==> src/rtl/c2c_w_arbiter_if.sv <==
// Core-to-cache write channel shared by requesters and the data cache.
// Masters drive we/sel/addr/data and hold them until ack; slaves return a single-cycle ack.
interface c2c_w #(
    parameter int XLEN = 32
);
    logic                we;
    logic [XLEN/8-1:0]   sel;
    logic [XLEN-1:0]     addr;
    logic [XLEN-1:0]     data;
    logic                ack;

    modport master (
        output we, sel, addr, data,
        input  ack
    );

    modport slave (
        input  we, sel, addr, data,
        output ack
    );
endinterface

==> src/rtl/c2c_w_arbiter.sv <==
// Two-requester round-robin arbiter sharing one c2c_w write port into the data cache.
// The grant is registered and held until the cache acks, then priority rotates.
module c2c_w_arbiter #(
    parameter int XLEN = 32
) (
    input logic  clk,
    input logic  reset,
    c2c_w.slave  m0,
    c2c_w.slave  m1,
    c2c_w.master s
);
    localparam int SEL_W = XLEN / 8;

    typedef enum logic [1:0] {
        IDLE = 2'd0,
        GNT0 = 2'd1,
        GNT1 = 2'd2
    } state_t;

    state_t state;
    state_t next_state;
    logic   last_gnt;
    logic   next_last_gnt;

    // last_gnt=1 after reset so requester 0 wins the first contest
    always_ff @(posedge clk) begin
        if (reset) begin
            state    <= IDLE;
            last_gnt <= 1'b1;
        end else begin
            state    <= next_state;
            last_gnt <= next_last_gnt;
        end
    end

    always_comb begin
        next_state    = state;
        next_last_gnt = last_gnt;
        case (state)
            IDLE: begin
                if (m0.we && m1.we)
                    next_state = last_gnt ? GNT0 : GNT1;
                else if (m0.we)
                    next_state = GNT0;
                else if (m1.we)
                    next_state = GNT1;
            end
            GNT0: begin
                if (s.ack) begin
                    next_last_gnt = 1'b0;
                    if (m1.we)
                        next_state = GNT1;
                    else if (m0.we)
                        next_state = GNT0;
                    else
                        next_state = IDLE;
                end else if (!m0.we) begin
                    next_state = IDLE;
                end
            end
            GNT1: begin
                if (s.ack) begin
                    next_last_gnt = 1'b1;
                    if (m0.we)
                        next_state = GNT0;
                    else if (m1.we)
                        next_state = GNT1;
                    else
                        next_state = IDLE;
                end else if (!m1.we) begin
                    next_state = IDLE;
                end
            end
            default: next_state = IDLE;
        endcase
    end

    // Pure mux from the granted requester; nothing is buffered here
    always_comb begin
        s.we  = 1'b0;
        s.sel = {SEL_W{1'b0}};
        s.addr = {XLEN{1'b0}};
        s.data = {XLEN{1'b0}};
        m0.ack = 1'b0;
        m1.ack = 1'b0;
        case (state)
            GNT0: begin
                s.we   = m0.we;
                s.sel  = m0.sel;
                s.addr = m0.addr;
                s.data = m0.data;
                m0.ack = s.ack;
            end
            GNT1: begin
                s.we   = m1.we;
                s.sel  = m1.sel;
                s.addr = m1.addr;
                s.data = m1.data;
                m1.ack = s.ack;
            end
            default: ;
        endcase
    end
endmodule
==> src/flat_wrapper.sv <==
// flat-port wrapper written by rule: the top's interface ports become plain ports
module c2c_w_arbiter_flat 
#(
    parameter int XLEN = 32
)
  (clk, reset, m0_we, m0_sel, m0_addr, m0_data, m0_ack, m1_we, m1_sel, m1_addr, m1_data, m1_ack, s_we, s_sel, s_addr, s_data, s_ack);
  c2c_w #(.XLEN(XLEN)) m0_i ();
  c2c_w #(.XLEN(XLEN)) m1_i ();
  c2c_w #(.XLEN(XLEN)) s_i ();
  input logic clk;
  input logic reset;
  input wire logic [$bits(m0_i.we)-1:0] m0_we;
  input wire logic [$bits(m0_i.sel)-1:0] m0_sel;
  input wire logic [$bits(m0_i.addr)-1:0] m0_addr;
  input wire logic [$bits(m0_i.data)-1:0] m0_data;
  output wire logic [$bits(m0_i.ack)-1:0] m0_ack;
  input wire logic [$bits(m1_i.we)-1:0] m1_we;
  input wire logic [$bits(m1_i.sel)-1:0] m1_sel;
  input wire logic [$bits(m1_i.addr)-1:0] m1_addr;
  input wire logic [$bits(m1_i.data)-1:0] m1_data;
  output wire logic [$bits(m1_i.ack)-1:0] m1_ack;
  output wire logic [$bits(s_i.we)-1:0] s_we;
  output wire logic [$bits(s_i.sel)-1:0] s_sel;
  output wire logic [$bits(s_i.addr)-1:0] s_addr;
  output wire logic [$bits(s_i.data)-1:0] s_data;
  input wire logic [$bits(s_i.ack)-1:0] s_ack;
  assign m0_i.we = m0_we;
  assign m0_i.sel = m0_sel;
  assign m0_i.addr = m0_addr;
  assign m0_i.data = m0_data;
  assign m0_ack = m0_i.ack;
  assign m1_i.we = m1_we;
  assign m1_i.sel = m1_sel;
  assign m1_i.addr = m1_addr;
  assign m1_i.data = m1_data;
  assign m1_ack = m1_i.ack;
  assign s_we = s_i.we;
  assign s_sel = s_i.sel;
  assign s_addr = s_i.addr;
  assign s_data = s_i.data;
  assign s_i.ack = s_ack;
  c2c_w_arbiter #(.XLEN(XLEN)) u_core (.clk(clk), .reset(reset), .m0(m0_i), .m1(m1_i), .s(s_i));
endmodule
==> config.mk <==
export PLATFORM = sky130hd
export DESIGN_NAME = c2c_w_arbiter_flat
export DESIGN_NICKNAME = d
export VERILOG_FILES = /design/src/rtl/c2c_w_arbiter_if.sv /design/src/rtl/c2c_w_arbiter.sv /design/src/flat_wrapper.sv
export SDC_FILE = /design/constraint.sdc
export NUM_CORES = 1
export LEC_CHECK = 0
export ABC_AREA = 1
export CORE_MARGIN = 10
export CORE_UTILIZATION = 20
export CTS_CLUSTER_SIZE = 12
export DETAILED_ROUTE_END_ITERATION = 6
export PLACE_DENSITY = 0.81
export SYNTH_ARGS = -nofsm -noshare
export SYNTH_HDL_FRONTEND = slang
export SYNTH_SLANG_ARGS = --single-unit
==> constraint.sdc <==
create_clock -name clk -period 1.5 [get_ports clk]
set_clock_uncertainty 0.15 [all_clocks]
set_input_delay 0.3 -clock clk [delete_from_list [all_inputs] [get_ports clk]]
set_output_delay 0.3 -clock clk [all_outputs]
set_load 0.005 [all_outputs]
==> results of run 1 <==
[registers in the layout, indices dropped and copies added, names as in the netlist]
name             flops
u_core.last_gnt      1
u_core.state         2
[repair_timing]
item	in CTS	in global routing
hold buffers	0	0
gates cloned	9	6
buffers inserted	12	3
endpoints found under the setup margin	74	74
gates resized for setup	354	60
pin swaps	6	21
[Yosys cell counts (all sizes together)]
cell    number
nand3        1
nand2      155
inv         10
dfxtp        3
o21ai        1
buf         18
a221o        1
clkbuf       5
o21bai       1
ha           5
nor2         4
a21oi       71
[kinds of logic after synthesis]
logic type                 share of synthesized area (%)
and+or+nand+nor                                     47.2
DFF                                                 4.64
buffers and inverters                               14.1
adders and majority gates                           4.83
AOI/OAI and AO/OA                                   29.2
[stage by stage]
step | util, % | hold WS (ps)
floorplan | - | 209
global placement | 59.0 | 326
detailed placement | 59.0 | 333
CTS | 63.1 | 347
global route | 67.8 | 364
finish | 67.8 | 353
[cell type report]
cell class                 instances  area (sq um)  area share, %
sequential                         3          67.6           1.58
clock buffer                       4          45.0           1.05
tap                               77          96.3           2.25
inverter                          10          50.0           1.17
timing repair buffer             256          2500           58.5
multi-input combinational        239          1520           35.4
[worst max-delay path, delay by kind of cell, from the launching register on]
family,cells,cell delay (ps)
buf+inv,5,570
flops,1,350
simple gates,1,80
fa+ha+maj,1,140
compound gates,1,150
[worst max-delay path by stage]
stage | startpoint | endpoint | slack [ps] | cells after the start
final | u_core.state[1] | s_addr[26] | -470 | 8
after global routing | u_core.state[1] | s_addr[26] | -530 | 8
after CTS | u_core.state[1] | s_addr[10] | -470 | 8
after detailed placement | u_core.state[0] | s_addr[10] | -560 | 6
after global placement | u_core.state[0] | s_addr[10] | -550 | 6
after floorplan | u_core.state[1] | s_addr[28] | -50 | 7
[metal layers]
layer  global-route usage [%]  vias up  part of all wire (%)
met2                     35.4      118                    56
met3                     5.56       18                   6.6
met1                     18.3     1296                    36
met4                     3.91        0                   1.7
li1                         -     1355                     -
met5                        0        -                     0
[power by group through the flow]
stage                     registers [mW]  logic [mW]  clock network [mW]
final                              0.108        2.34               0.245
after global routing               0.110        2.48               0.262
after detailed placement           0.107        1.64                   0
after floorplan                    0.109       0.724                   0
after CTS                          0.108        2.01               0.255
after global placement             0.105        1.62                   0
==> results.toml, run 1 <==
[outcome]
status = "finished with violations"
violations = "setup timing"

[yosys]
yosysSeqAreaShare_pct = 4.64
syn_nets = 421
post_synth.cell_area_avg_sq_um = 4.71
syn-instance-count = 275
synth_area_sq_mm = 0.00129
yosysTopAreaCellShare_pct = 44.1
synth_cell_types = 17
ys_seq_elements = 3
ys_warn_count = 0
ys_top_cells_by_area = "nand2_1 (44%), a21oi_1 (27%), ha_1 (4.8%)"
yosysTopAreaCell = "nand2_1"

[power]
p_clk_share_pct = 9.1
p_per_area_mw_per_mm2 = 629
switchingPower_mw = 1.14
internal_power_mw = 1.56
p_leak_nw = 1.84
irDropWorstVdd_mv = 0.418
power_frac_seq_pct = 4.0
swShare_pct = 42.2
p_total_mw = 2.69
pwr-share-comb_pct = 86.9

[global_routing]
grt_max_degree = 22
grt_pass1_vias = 2781
overflow = 0
antenna_found_initial = 0
grt_pass1_wl_microns = 14900
grt_usage_pct = 18.2

[finish]
syn_to_final_growth_pct = 231
antenna_cells = 0
stdcell_area_sq_mm = 0.00428
drive_gt1_share_pct = 46.7
finalNetCount = 659
final_cell_mix = "clkdlybuf4s50_1 (140), nand2_1 (101), buf_2 (71), a21oi_2 (54), nand2_2 (37)"
mostFrequentLayoutCell = "clkdlybuf4s50_1"
fill_cells = 553
instances_no_fill = 589

[timing]
setup-tns-final_ps = -27650
hold_violations = 0
rsz0062_at_grt = "true"
setup_viol = 74
finalCritPeriodShare_pct = 131
worst_slack_ps = -472
drv_slew = 0
max_freq_mhz = 507
slew-limit-headroom_pct = 86.7
tightest_slew_ps = 198
min_period_ps = 1970

[place]
gp_congestion = 0.831
dp_cells = 559
io_buffers = 211
placed_area_sq_mm = 0.00373
hpwl_microns = 7420
place_ws_ps = -560

[worst_setup_path]
crit_chain = "inv_4, ha_4, buf_8, buf_6, buf_16, nand2_1, a21oi_2, buf_2"
rr_worst_depth = 12
endpoint_kind = "output pin"
critical_path_required_ps = 1050
worstPathArrival_ps = 1520
path_class = "flop to output pin"
critPathSlowestCell = "dfxtp_4"
startpoint_type = "flop"
r2r-end = "u_core.state[1]"
critPathMaxFanout = 7
cpPeakStageDelay_ps = 350
r2r_start = "u_core.state[1]"
ff2ff_setup_slack_ps = -230

[floorplanning]
die_x_microns = 100
die-area_sq_mm = 0.0101
start_util_pct = 20.5
design.core.area_sq_mm = 0.00631
die_y_microns = 100
io_pins = 212
num_rows = 29

[worst_hold_path]
whs_path_depth = 1
hold_class = "flop to flop"
min_to = "u_core.last_gnt"
hp-start = "u_core.last_gnt"

[routing]
via_per_inst = 4.73
postRouteAntennaNets = 0
dr.first_iter.drc_count = 52
drc_errors = 0
drtPass1Iterations = 4
wirelength_microns = 11000
vias = 2787
post_drt_wl_per_cell_microns = 18.7

[clock_tree]
clockRootBuffer = "clkbuf_8"
tritoncts = "done"
clockBufferDepth = 2
clk_latency_ps = 220
h-tree-depth = 1
cts_made_buffers = 3
clk_pin_slew_ps = 30
clock-sinks = 3

[job]
maxCapViolCount = 0
Note: power is estimated with default switching activity, not from simulation.
==> run 2: changes to the inputs <==
CORE_UTILIZATION = 24   (was 20)
PLACE_DENSITY = 0.91   (was 0.81)
clock period = 2.32 ns   (was 1.5 ns; I/O delays follow)
==> results.toml, run 2 (synthesis gave the netlist of run 1 again) <==
[routing]
drc_errors = 0
wirelength_microns = 9060
dr.first_iter.drc_count = 77
drtPass1Iterations = 4
vias = 2581
top_layer = "met4"
postRouteAntennaNets = 0
via_per_inst = 4.63
met1_length_microns = 3200
post_drt_wl_per_cell_microns = 16.2
dr_wl_met2_microns = 4690
wl_met3_microns = 1040

[clock_tree]
cts_hold_buf = 0
clk_latency_ps = 220
h-tree-depth = 1
clockRootBuffer = "clkbuf_8"
tritoncts = "done"
clk_pin_slew_ps = 40
clockBufferDepth = 2
clock-sinks = 3
cts_made_buffers = 3

[global_routing]
overflow = 0
grt_usage_pct = 19.0
grt_pass1_vias = 2559
antenna_found_initial = 0
grt_pass1_wl_microns = 13300
grt_max_degree = 36

[power]
switchingPower_mw = 0.479
swShare_pct = 40.5
pwr-share-comb_pct = 80.7
irDropWorstVdd_mv = 0.225
p_leak_nw = 1.62
internal_power_mw = 0.703
power_frac_seq_pct = 6.0
p_per_area_mw_per_mm2 = 326
p_total_mw = 1.18
p_clk_share_pct = 13.3

[finish]
syn_to_final_growth_pct = 180
largest_reg_flops = 2
multi_input_area_sq_mm = 0.00109
largest_register = "u_core.state"
fill_cells = 468
reg_top3 = "u_core.state (2), u_core.last_gnt (1)"
final_cell_mix = "nand2_1 (152), clkdlybuf4s50_1 (142), a21oi_1 (68), dlygate4sd2_1 (67), buf_4 (12)"
ff_latch_area_sq_um = 67.6
antenna_cells = 0
mostFrequentLayoutCell = "nand2_1"
finalNetCount = 635
drive_gt1_share_pct = 8.20
fin_util_pct = 70.2

[floorplanning]
num_rows = 26
design.core.area_sq_mm = 0.00517
die_y_microns = 93.5
die_x_microns = 93.5
io_pins = 212
die-area_sq_mm = 0.00873
start_util_pct = 25.0

[worst_hold_path]
hold_class = "flop to flop"
whs_path_depth = 1

[worst_setup_path]
startpoint_type = "primary input"
worstPathArrival_ps = 1660
critical_path_required_ps = 1710
rr_worst_depth = 10
endpoint_kind = "output pin"
path_class = "primary input to output pin"
critPathMaxFanout = 4

[timing]
worst_slack_ps = 50.4
setup-tns-final_ps = 0
max_freq_mhz = 441
hold_ws_ps = 367
slew-limit-headroom_pct = 88.8
finalCritPeriodShare_pct = 97.8
hold_violations = 0
min_period_ps = 2270
setup_viol = 0
drv_slew = 0
tightest_slew_ps = 168

[place]
place_ws_ps = -74.8
gp_congestion = 0.831
hpwl_microns = 7530
io_buffers = 211

[job]
maxCapViolCount = 0

[outcome]
status = "completed"
run 2: final timing paths:
check	from	to	slack, ps
max reg2reg	u_core.state[1]	u_core.state[0]	690
max	s_ack	m0_ack	50
min reg2reg	u_core.last_gnt	u_core.last_gnt	370
min	u_core.last_gnt	u_core.last_gnt	370
run 2: layer usage:
layer | global-route usage (%) | vias up
li1 | - | 1300
met1 | 18.3 | 1142
met2 | 35.9 | 129
met3 | 8.47 | 10
met4 | 4.24 | 0
met5 | 0 | -
run 2: cell type report:
cell class              instances  area share (%)
clock buffers                   4            1.24
inverters                      10            1.03
multi-input cells             239            30.0
flip-flops and latches          3            1.86
well taps                      70            2.41
repair buffers                232            63.4
run 2: repair_timing:
item / in CTS / in global routing
buffers inserted: 0 / 6
gates cloned: 1 / 0
resized for setup: 78 / 5
pin swaps: 0 / 1
endpoints found under the setup margin: 70 / 31
run 2: per-stage QoR:
step	cells	cell area [sq um]
finish	558	3630
global route	558	3630
CTS	552	3560
detailed placement	547	3530
global placement	547	3530
floorplan	275	1290
run 2: worst max-delay path, stage by stage:
cell	delay [ps]
clkdlybuf4s50_1	530
nand2_1	110
inv_1	60
clkdlybuf4s50_1	490
run 2: power by group through the flow:
| stage | Clock, mW | Sequential (mW) | Combinational, mW |
|---|---|---|---|
| floorplan | 0 | 0.0645 | 0.387 |
| global placement | 0 | 0.0656 | 0.943 |
| detailed placement | 0 | 0.0664 | 0.957 |
| CTS | 0.158 | 0.0700 | 0.926 |
| global route | 0.165 | 0.0720 | 1.04 |
| finish | 0.157 | 0.0705 | 0.954 |
